$ cat config.mk
export PLATFORM = sky130hd
export DESIGN_NAME = mul_unit_flat
export DESIGN_NICKNAME = d
export VERILOG_FILES = /design/src/rtl/cpu_pkg.sv /design/src/rtl/mul_unit_if.sv /design/src/rtl/mul_unit.sv /design/src/flat_wrapper.sv
export SDC_FILE = /design/constraint.sdc
export NUM_CORES = 1
export LEC_CHECK = 0
export BUFFER_PORTS_ARGS = -buffer_cell sky130_fd_sc_hd__buf_2
export CAP_MARGIN = 20
export CORE_MARGIN = 2
export CORE_UTILIZATION = 50
export CTS_CLUSTER_DIAMETER = 40
export DETAILED_ROUTE_END_ITERATION = 8
export GPL_TIMING_DRIVEN = 0
export HOLD_SLACK_MARGIN = 0.05
export PLACE_DENSITY = 0.79
export SETUP_SLACK_MARGIN = 0.4
export SYNTH_ARGS = -nofsm -noshare
export SYNTH_HDL_FRONTEND = slang
export SYNTH_SLANG_ARGS = --single-unit
$ cat constraint.sdc
create_clock -name clock -period 5.85 [get_ports clock]
set_input_delay 0.2925 -clock clock [delete_from_list [all_inputs] [get_ports clock]]
set_output_delay 0.2925 -clock clock [all_outputs]
set_load 0.01 [all_outputs]
$ cat src/rtl/cpu_pkg.sv
// Shared CPU definitions: multiplier FSM state encoding,
// NZCV flag bit positions and the multiply iteration count.
package cpu_pkg;

  typedef enum logic [1:0] {
    S_IDLE = 2'd0,
    S_RUN  = 2'd1,
    S_DONE = 2'd2
  } mul_state_e;

  localparam int unsigned FLAG_N = 3;
  localparam int unsigned FLAG_Z = 2;
  localparam int unsigned FLAG_C = 1;
  localparam int unsigned FLAG_V = 0;

  localparam int unsigned MUL_ITERS = 32;

endpackage

$ cat src/rtl/mul_unit_if.sv
// Multiplier request/response bundle.
// master: issues start + operands, sees busy/done/result/strobes.
// slave : the multiplier side of the same signals.
interface mul_unit_if;
  logic        start;
  logic        accumulate;
  logic        set_flags;
  logic [31:0] op_a;
  logic [31:0] op_b;
  logic [31:0] acc_in;
  logic [3:0]  dest_sel;
  logic [3:0]  flags_in;
  logic        busy;
  logic        done;
  logic [31:0] result;
  logic [3:0]  result_sel;
  logic        we;
  logic [3:0]  flags_out;
  logic        flags_we;

  modport master (
    output start, accumulate, set_flags,
    output op_a, op_b, acc_in,
    output dest_sel, flags_in,
    input  busy, done, result, result_sel,
    input  we, flags_out, flags_we
  );

  modport slave (
    input  start, accumulate, set_flags,
    input  op_a, op_b, acc_in,
    input  dest_sel, flags_in,
    output busy, done, result, result_sel,
    output we, flags_out, flags_we
  );
endinterface

$ cat src/rtl/mul_unit.sv
// Iterative shift-add 32x32->32 multiplier (MUL/MLA) with NZCV update.
// Ports: clock, reset (async, active-high), bus (mul_unit_if.slave).
// Build option: MUL_EARLY_TERM_EN stops RUN once the multiplier is zero.
module mul_unit
  import cpu_pkg::*;
(
  input logic       clock,
  input logic       reset,
  mul_unit_if.slave bus
);

  mul_state_e  r_state;
  mul_state_e  w_next;
  logic [31:0] r_ma;
  logic [31:0] r_mb;
  logic [31:0] r_prod;
  logic [4:0]  r_cnt;
  logic [3:0]  r_dest;
  logic        r_sf;
  logic        r_c;
  logic        r_v;
  logic [31:0] r_result;
  logic [3:0]  r_rsel;
  logic [3:0]  r_flags;
  logic [31:0] w_add;
  logic [3:0]  w_flags;
  logic        w_last;

  assign w_add = r_mb[0] ? r_prod + r_ma : r_prod;

`ifdef MUL_EARLY_TERM_EN
  // Remaining multiplier bits all zero: later iterations add nothing.
  assign w_last = (r_mb[31:1] == 31'd0) ||
                  (r_cnt == 5'(MUL_ITERS - 1));
`else
  assign w_last = (r_cnt == 5'(MUL_ITERS - 1));
`endif

  always_comb begin
    w_flags         = '0;
    w_flags[FLAG_N] = w_add[31];
    w_flags[FLAG_Z] = (w_add == 32'd0);
    w_flags[FLAG_C] = r_c;
    w_flags[FLAG_V] = r_v;
  end

  always_ff @(posedge clock or posedge reset) begin
    if (reset) r_state <= S_IDLE;
    else       r_state <= w_next;
  end

  always_comb begin
    w_next = r_state;
    unique case (r_state)
      S_IDLE:  if (bus.start) w_next = S_RUN;
      S_RUN:   if (w_last) w_next = S_DONE;
      S_DONE:  w_next = S_IDLE;
      default: w_next = S_IDLE;
    endcase
  end

  always_comb begin
    bus.busy     = 1'b0;
    bus.done     = 1'b0;
    bus.we       = 1'b0;
    bus.flags_we = 1'b0;
    unique case (r_state)
      S_RUN: bus.busy = 1'b1;
      S_DONE: begin
        bus.busy     = 1'b1;
        bus.done     = 1'b1;
        bus.we       = (r_rsel != 4'hF);
        bus.flags_we = r_sf;
      end
      default: ;
    endcase
  end

  assign bus.result     = r_result;
  assign bus.result_sel = r_rsel;
  assign bus.flags_out  = r_flags;

  always_ff @(posedge clock or posedge reset) begin
    if (reset) begin
      r_ma     <= '0;
      r_mb     <= '0;
      r_prod   <= '0;
      r_cnt    <= '0;
      r_dest   <= '0;
      r_sf     <= 1'b0;
      r_c      <= 1'b0;
      r_v      <= 1'b0;
      r_result <= '0;
      r_rsel   <= '0;
      r_flags  <= '0;
    end else begin
      unique case (r_state)
        S_IDLE: if (bus.start) begin
          r_ma   <= bus.op_a;
          r_mb   <= bus.op_b;
          r_dest <= bus.dest_sel;
          r_sf   <= bus.set_flags;
          r_c    <= bus.flags_in[FLAG_C];
          r_v    <= bus.flags_in[FLAG_V];
          r_prod <= bus.accumulate ? bus.acc_in : 32'd0;
          r_cnt  <= '0;
        end
        S_RUN: begin
          r_prod <= w_add;
          r_ma   <= r_ma << 1;
          r_mb   <= r_mb >> 1;
          r_cnt  <= r_cnt + 5'd1;
          // Outputs only change here, so they hold outside DONE.
          if (w_last) begin
            r_result <= w_add;
            r_rsel   <= r_dest;
            r_flags  <= w_flags;
          end
        end
        default: ;
      endcase
    end
  end

endmodule

$ cat src/flat_wrapper.sv
// flat-port wrapper written by rule: the top's interface ports become plain ports
module mul_unit_flat import cpu_pkg::*;
  (clock, reset, bus_start, bus_accumulate, bus_set_flags, bus_op_a, bus_op_b, bus_acc_in, bus_dest_sel, bus_flags_in, bus_busy, bus_done, bus_result, bus_result_sel, bus_we, bus_flags_out, bus_flags_we);
  mul_unit_if bus_i ();
  input logic clock;
  input logic reset;
  input wire logic [$bits(bus_i.start)-1:0] bus_start;
  input wire logic [$bits(bus_i.accumulate)-1:0] bus_accumulate;
  input wire logic [$bits(bus_i.set_flags)-1:0] bus_set_flags;
  input wire logic [$bits(bus_i.op_a)-1:0] bus_op_a;
  input wire logic [$bits(bus_i.op_b)-1:0] bus_op_b;
  input wire logic [$bits(bus_i.acc_in)-1:0] bus_acc_in;
  input wire logic [$bits(bus_i.dest_sel)-1:0] bus_dest_sel;
  input wire logic [$bits(bus_i.flags_in)-1:0] bus_flags_in;
  output wire logic [$bits(bus_i.busy)-1:0] bus_busy;
  output wire logic [$bits(bus_i.done)-1:0] bus_done;
  output wire logic [$bits(bus_i.result)-1:0] bus_result;
  output wire logic [$bits(bus_i.result_sel)-1:0] bus_result_sel;
  output wire logic [$bits(bus_i.we)-1:0] bus_we;
  output wire logic [$bits(bus_i.flags_out)-1:0] bus_flags_out;
  output wire logic [$bits(bus_i.flags_we)-1:0] bus_flags_we;
  assign bus_i.start = bus_start;
  assign bus_i.accumulate = bus_accumulate;
  assign bus_i.set_flags = bus_set_flags;
  assign bus_i.op_a = bus_op_a;
  assign bus_i.op_b = bus_op_b;
  assign bus_i.acc_in = bus_acc_in;
  assign bus_i.dest_sel = bus_dest_sel;
  assign bus_i.flags_in = bus_flags_in;
  assign bus_busy = bus_i.busy;
  assign bus_done = bus_i.done;
  assign bus_result = bus_i.result;
  assign bus_result_sel = bus_i.result_sel;
  assign bus_we = bus_i.we;
  assign bus_flags_out = bus_i.flags_out;
  assign bus_flags_we = bus_i.flags_we;
  mul_unit u_core (.clock(clock), .reset(reset), .bus(bus_i));
endmodule
==> flow_summary.json, run 1 <==
{
  "max_freq_mhz": 232.6,
  "synth_top_area_frac": 0.4240,
  "p_leak_nw": 4.963,
  "total_power_mw": 6.353,
  "grt_pass1_wl_um": 42590,
  "clk_path_buf_depth": 2,
  "r2r_start": "u_core.r_prod[0]",
  "drive_gt1_frac": 0.2138,
  "async_flop_share": 1.000,
  "drtIter0Drc": 843,
  "syn_nets": 1094,
  "regArea_mm2": 0.003729,
  "maxSlewViolCount": 0,
  "placed_area_mm2": 0.009858,
  "place_inst": 1324,
  "fin_crit_ns": 4.299,
  "ys_ff_latch": 149,
  "diodes": 0,
  "syn_inst": 948,
  "synth.most_common_cell": "dfrtp_1",
  "drv_cap": 0,
  "grt_overflow": 0,
  "root_buffer": "clkbuf_16",
  "cts_inserted_buffers": 17,
  "rsz0062_at_grt": "no",
  "syn_area_per_cell_um2": 9.276,
  "fin_util": 0.6061,
  "syn_area_mm2": 0.008793,
  "final.setup.tns_ns": 0,
  "fin_nets": 1265,
  "die_w_um": 136.6,
  "cts_tree": "yes",
  "std_cell_rows": 48,
  "worstSetupStartpointType": "register",
  "place_congestion": 0.9703,
  "die_h_um": 136.6,
  "grt_antenna_before_repair": 0,
  "final_antenna_net_count": 0,
  "synthDistinctLibCells": 73,
  "endpoint_kind": "register",
  "die_area_mm2": 0.01866,
  "status": "complete, no violations",
  "nFillCells": 1449,
  "drc_errors": 0,
  "coreArea_mm2": 0.01724,
  "yosys-top-cells-area": "dfrtp_1, mux2i_1, o21ai_0",
  "crit_start": "u_core.r_prod[0]",
  "wire_per_inst_um": 20.04,
  "routed_wl_um": 27190,
  "viasPerCell": 6.046,
  "tightest_slew_ns": 1.185,
  "multi_input_area_mm2": 0.004748,
  "syn_to_final_growth_pct": 18.80,
  "via_count": 8204,
  "clock_latency_ns": 0.43,
  "crit_required_ns": 6.22,
  "path_class": "register to register",
  "ios": 153,
  "critical_path.max_stage_delay_ns": 0.71,
  "dp_hpwl_um": 19720,
  "period_share": 0.7348,
  "synth_top_area_cell": "dfrtp_1",
  "clock_sinks": 149,
  "netlist_top_cells_count": "dfrtp_1, nand2_1, o21ai_0, mux2i_1, a21oi_1",
  "hold_class": "primary input to register",
  "grt_max_degree": 84,
  "grt_usage": 0.2992,
  "arrival_ns": 4.67,
  "crit_fanout": 5,
  "powerDensity_mw_per_mm2": 608.1,
  "yosys_warnings": 0,
  "htreeDepth": 4,
  "hp-start": "bus_dest_sel[0]",
  "slowest_stage": "a221oi_1",
  "setup_viol": 0,
  "final_area_mm2": 0.01045,
  "numPortBuffers": 150,
  "relSlewSlack": 0.2001,
  "grt_pass1_vias": 7875,
  "path_clk_slew_ns": 0.07,
  "synth-main-ff-cell": "dfrtp_1",
  "drtPass1Iterations": 5,
  "start_util": 0.5102,
  "ir_drop_mv": 0.3116,
  "crit_chain": "ha_1, fa_1, a211oi_2, o21ai_1, a22oi_1, nand2b_1, a221oi_1, nand4_1, or4_1, a2111oi_2, and4_1, a32o_2",
  "skew_ns": 0.01263,
  "synth_edf_count": 0,
  "cts.repair.resized": 0,
  "seq_area_frac_synth": 0.4240,
  "fin_cells": 1357,
  "hold_viol": 0
}
==> critical path, delay by kind of cell, from the launching register on <==
kind / cells / cell delay (ns)
AOI/OAI and AO/OA: 6 / 2.07
and+or+nand+nor: 4 / 1.07
adders and majority gates: 2 / 0.69
DFF: 1 / 0.41
==> routing by layer <==
layer | up-vias | wire length [um] | global-route usage
met1 | 3998 | 11770 | 0.4019
met5 | - | 0 | 0
li1 | 3794 | - | -
met3 | 49 | 2308 | 0.08148
met2 | 363 | 12480 | 0.4742
met4 | 0 | 635 | 0.08912
==> repair_timing <==
action	4_1_cts	5_1_grt
setup buffers	0	0
endpoints found under the setup margin	0	0
hold endpoints to repair	66	0
hold buffers	1	0
==> layout make-up <==
type,count,share of cell area
Multi-Input combinational cell,722,0.4545
Buffer,62,0.02491
Clock inverter,14,0.01329
Clock buffer,18,0.04204
Tap cell,225,0.02695
Inverter,15,0.005869
Timing Repair Buffer,152,0.07546
Sequential cell,149,0.3569
==> flip-flops by register name, summed over array words and instances, names as in the netlist <==
signal,cells
u_core.r_mb,32
u_core.bus.flags_out,3
u_core.r_state,2
u_core.r_prod,32
u_core.r_dest,4
u_core.r_c,1
u_core.r_sf,1
u_core.bus.result_sel,4
u_core.r_ma,32
u_core.bus.result,32
u_core.r_cnt,5
u_core.r_v,1
==> stage by stage <==
stage	hold slack (ns)	worst slack [ns]
after global placement	0.4573	-0.1825
after floorplan	0.4431	1.549
after detailed placement	0.4241	1.631
final	0.09137	1.551
after CTS	0.08978	1.653
after global routing	0.08482	1.471
==> power breakdown <==
part           leakage (nW)  switching [mW]  total, mW  internal [mW]
Sequential             1.91           0.290       1.69           1.40
Combinational          2.77            2.24       3.57           1.32
Clock                 0.282           0.488       1.10          0.609
==> cells by family (layout without fill, tap and decap cells) <==
| group | after synthesis | count (layout) | synth area share |
|---|---|---|---|
| multiplexers | 100 | 100 | 0.1182 |
| buffers and inverters | 77 | 261 | 0.03600 |
| AO/OA/AOI/OAI | 287 | 287 | 0.2069 |
| XOR/XNOR | 16 | 16 | 0.01594 |
| flip-flops | 149 | 149 | 0.4240 |
| AND/OR/NAND/NOR | 282 | 282 | 0.1454 |
| adder cells (fa/ha/maj) | 37 | 37 | 0.05350 |
==> path summary, 6_finish.rpt <==
kind / end / slack, ns / cells after the start
min in group asynchronous: u_core.r_mb[24] / 0.49 / 3
worst min register to register: u_core.bus.result[24] / 0.48 / 2
worst max-delay path: u_core.bus.flags_out[2] / 1.55 / 12
worst min-delay path: u_core.r_dest[0] / 0.09 / 2
max in group asynchronous: u_core.r_ma[22] / 4.54 / 4
worst max register to register: u_core.bus.flags_out[2] / 1.55 / 12
==> placed cells by master (no fill, tap or decap), types with 9 or more instances in the layout <==
| cell type | synthesis | final |
|---|---|---|
| buf_2 | 10 | 160 |
| dfrtp_1 | 149 | 149 |
| nand2_1 | 145 | 145 |
| o21ai_0 | 122 | 122 |
| mux2i_1 | 69 | 69 |
| a21oi_1 | 49 | 49 |
| nor2_1 | 47 | 47 |
| clkbuf_1 | 45 | 45 |
| ha_1 | 36 | 36 |
| mux2_2 | 31 | 31 |
| clkbuf_16 | 0 | 17 |
| inv_1 | 15 | 14 |
| a221oi_1 | 14 | 14 |
| nand4_1 | 13 | 13 |
| nand3_1 | 12 | 12 |
| nor3_1 | 12 | 12 |
| a2bb2oi_1 | 11 | 11 |
| a21o_1 | 10 | 10 |
| a31oi_1 | 10 | 10 |
| xnor2_1 | 9 | 9 |
(Power assumes the default switching activity.)
==> run 2, diff against run 1 <==
clock period = 4 ns   (was 5.85 ns; I/O delays follow)
==> run 2 against run 1 <==
  * Non-clock buffer count is 30 higher
  * Cell count is 2.2% higher
  * Utilization rose by 2.6 points
  * Combinational power rose by 56%
  * Worst setup slack got worse by 1.2 ns
  * Maximum frequency is 19% higher
  * First-iteration DRC count shrank 20%
  * Critical endpoint unchanged
  * Highest routed layer unchanged
==> flow_summary.json, run 2 (synthesis results as in run 1) <==
{
  "coreArea_mm2": 0.01724,
  "cts_inserted_buffers": 17,
  "whs_path_depth": 3,
  "htreeDepth": 4,
  "drc_errors": 0,
  "total_power_mw": 9.590,
  "dp_slack_ns": -0.2362,
  "max_freq_mhz": 277.6,
  "drive_gt1_frac": 0.2349,
  "rsz0062_at_grt": "yes",
  "syn_to_final_growth_pct": 23.99,
  "worstSetupStartpointType": "register",
  "crit_fanout": 5,
  "routed_wl_um": 28460,
  "reg2regPathDepth": 12,
  "setup_viol": 0,
  "std_cell_rows": 48,
  "hold_viol": 0,
  "skew_ns": 0.01170,
  "grt_overflow": 0,
  "period_share": 0.9006,
  "arrival_ns": 3.98,
  "grt_max_degree": 44,
  "dp_hpwl_um": 20270,
  "endpoint_kind": "register",
  "final.setup.tns_ns": 0,
  "p_leak_nw": 5.117,
  "cts_tree": "yes",
  "start_util": 0.5102,
  "r2r_start": "u_core.r_prod[0]",
  "reg2reg_to": "u_core.bus.flags_out[2]",
  "crit_required_ns": 4.37,
  "root_buffer": "clkbuf_16",
  "rrSetupSlack_ns": 0.40,
  "layout_common_cells": "buf_2, dfrtp_1, nand2_1",
  "final_common_cell": "buf_2",
  "path_class": "register to register",
  "place_congestion": 0.9699,
  "grt_antenna_before_repair": 0,
  "fin_ws_ns": 0.3975,
  "powerDensity_mw_per_mm2": 879.5,
  "clock_latency_ns": 0.44,
  "nFillCells": 1456,
  "clk_path_buf_depth": 2,
  "die_w_um": 136.6,
  "grt_usage": 0.3098,
  "drtIter0Drc": 673,
  "grt_pass1_vias": 8245,
  "fin_crit_ns": 3.603,
  "status": "complete, no violations",
  "path_clk_slew_ns": 0.06,
  "tightest_slew_ns": 0.8619,
  "ios": 153,
  "clock_sinks": 149,
  "wire_per_inst_um": 20.52,
  "via_count": 8358,
  "viasPerCell": 6.026,
  "die_h_um": 136.6,
  "relSlewSlack": 0.4254,
  "fin_nets": 1295,
  "die_area_mm2": 0.01866,
  "numPortBuffers": 150,
  "maxSlewViolCount": 0,
  "drtPass1Iterations": 5,
  "diodes": 0,
  "drv_cap": 0,
  "hold_end": "u_core.r_ma[1]",
  "final_antenna_net_count": 0,
  "hp-start": "bus_op_a[1]",
  "hold_class": "primary input to register",
  "grt_pass1_wl_um": 44120,
  "ir_drop_mv": 0.5345
}
==> run 2: cell types whose count changed in the layout (fill, tap and decap cells not counted), moves of 3 or more <==
cell,delta
buf_12,+4
ha_1,-3
buf_4,+7
a221oi_4,+3
dlygate4sd3_1,+20
==> run 2: area by class of cell <==
class | instances | area (um2) | share of cell area
timing repair buffer | 182 | 1094 | 0.1003
sequential | 149 | 3729 | 0.3420
clock buffer | 18 | 429.2 | 0.03936
buffer | 62 | 261.5 | 0.02398
clock inverter | 14 | 115.1 | 0.01056
multi-input combinational | 722 | 4933 | 0.4525
inverter | 15 | 60.06 | 0.005508
tap | 225 | 281.5 | 0.02582
==> run 2: timing repair <==
item | 4_1_cts | 5_1_grt
endpoints found under the setup margin | 1 | 1
resized for setup | 16 | 18
pin swaps | 3 | 11
buffers inserted | 1 | 6
hold buffers | 20 | 1
hold endpoints to repair | 39 | 1
==> run 2: where the power goes <==
group | total, mW | switching [mW] | internal (mW)
clock network | 1.53 | 0.722 | 0.810
registers | 2.48 | 0.437 | 2.04
logic | 5.58 | 3.48 | 2.10
==> run 2: stage by stage <==
step / instances / instance area [um2] / utilization / hold slack [ns]
final: 1387 / 10900 / 0.6325 / 0.05367
after global routing: 1387 / 10900 / 0.6325 / 0.06468
after CTS: 1380 / 10740 / 0.6230 / 0.05004
after detailed placement: 1327 / 9910 / 0.5749 / 0.2785
after global placement: 1323 / 9829 / 0.5703 / 0.4321
after floorplan: 948 / 8797 / - / 0.3506
==> run 2: routing by layer <==
layer | track usage | vias up | routed length (um) | part of all wire
li1 | - | 3873 | - | -
met1 | 0.4040 | 4029 | 12040 | 0.42
met2 | 0.4925 | 391 | 13130 | 0.46
met3 | 0.08778 | 65 | 2386 | 0.084
met4 | 0.1128 | 0 | 900 | 0.032
met5 | 0 | - | 0 | 0
==> run 2: how the worst max path moves through the flow <==
stage | start | to | depth (start not counted) | slack, ns
2_1_floorplan | u_core.r_prod[0] | u_core.bus.flags_out[2] | 12 | 0.68
3_3_place_gp | u_core.r_prod[0] | u_core.bus.flags_out[2] | 12 | -0.24
3_5_place_dp | u_core.r_prod[0] | u_core.bus.flags_out[2] | 12 | -0.24
4_1_cts | u_core.r_prod[3] | u_core.bus.flags_out[2] | 11 | 0.41
5_1_grt | u_core.r_prod[0] | u_core.bus.flags_out[2] | 13 | 0.27
6_report | u_core.r_prod[0] | u_core.bus.flags_out[2] | 12 | 0.40
==> run 2: worst max-delay path, cell delays in order, from the launching register on <==
cell	delay, ns
dfrtp_1	0.43
ha_4	0.19
fa_2	0.40
a211oi_4	0.32
o21ai_4	0.11
a22oi_2	0.20
nand2b_1	0.16
a221oi_4	0.34
nand4_1	0.16
or4_4	0.60
a2111oi_4	0.19
and4_1	0.25
a32o_2	0.18
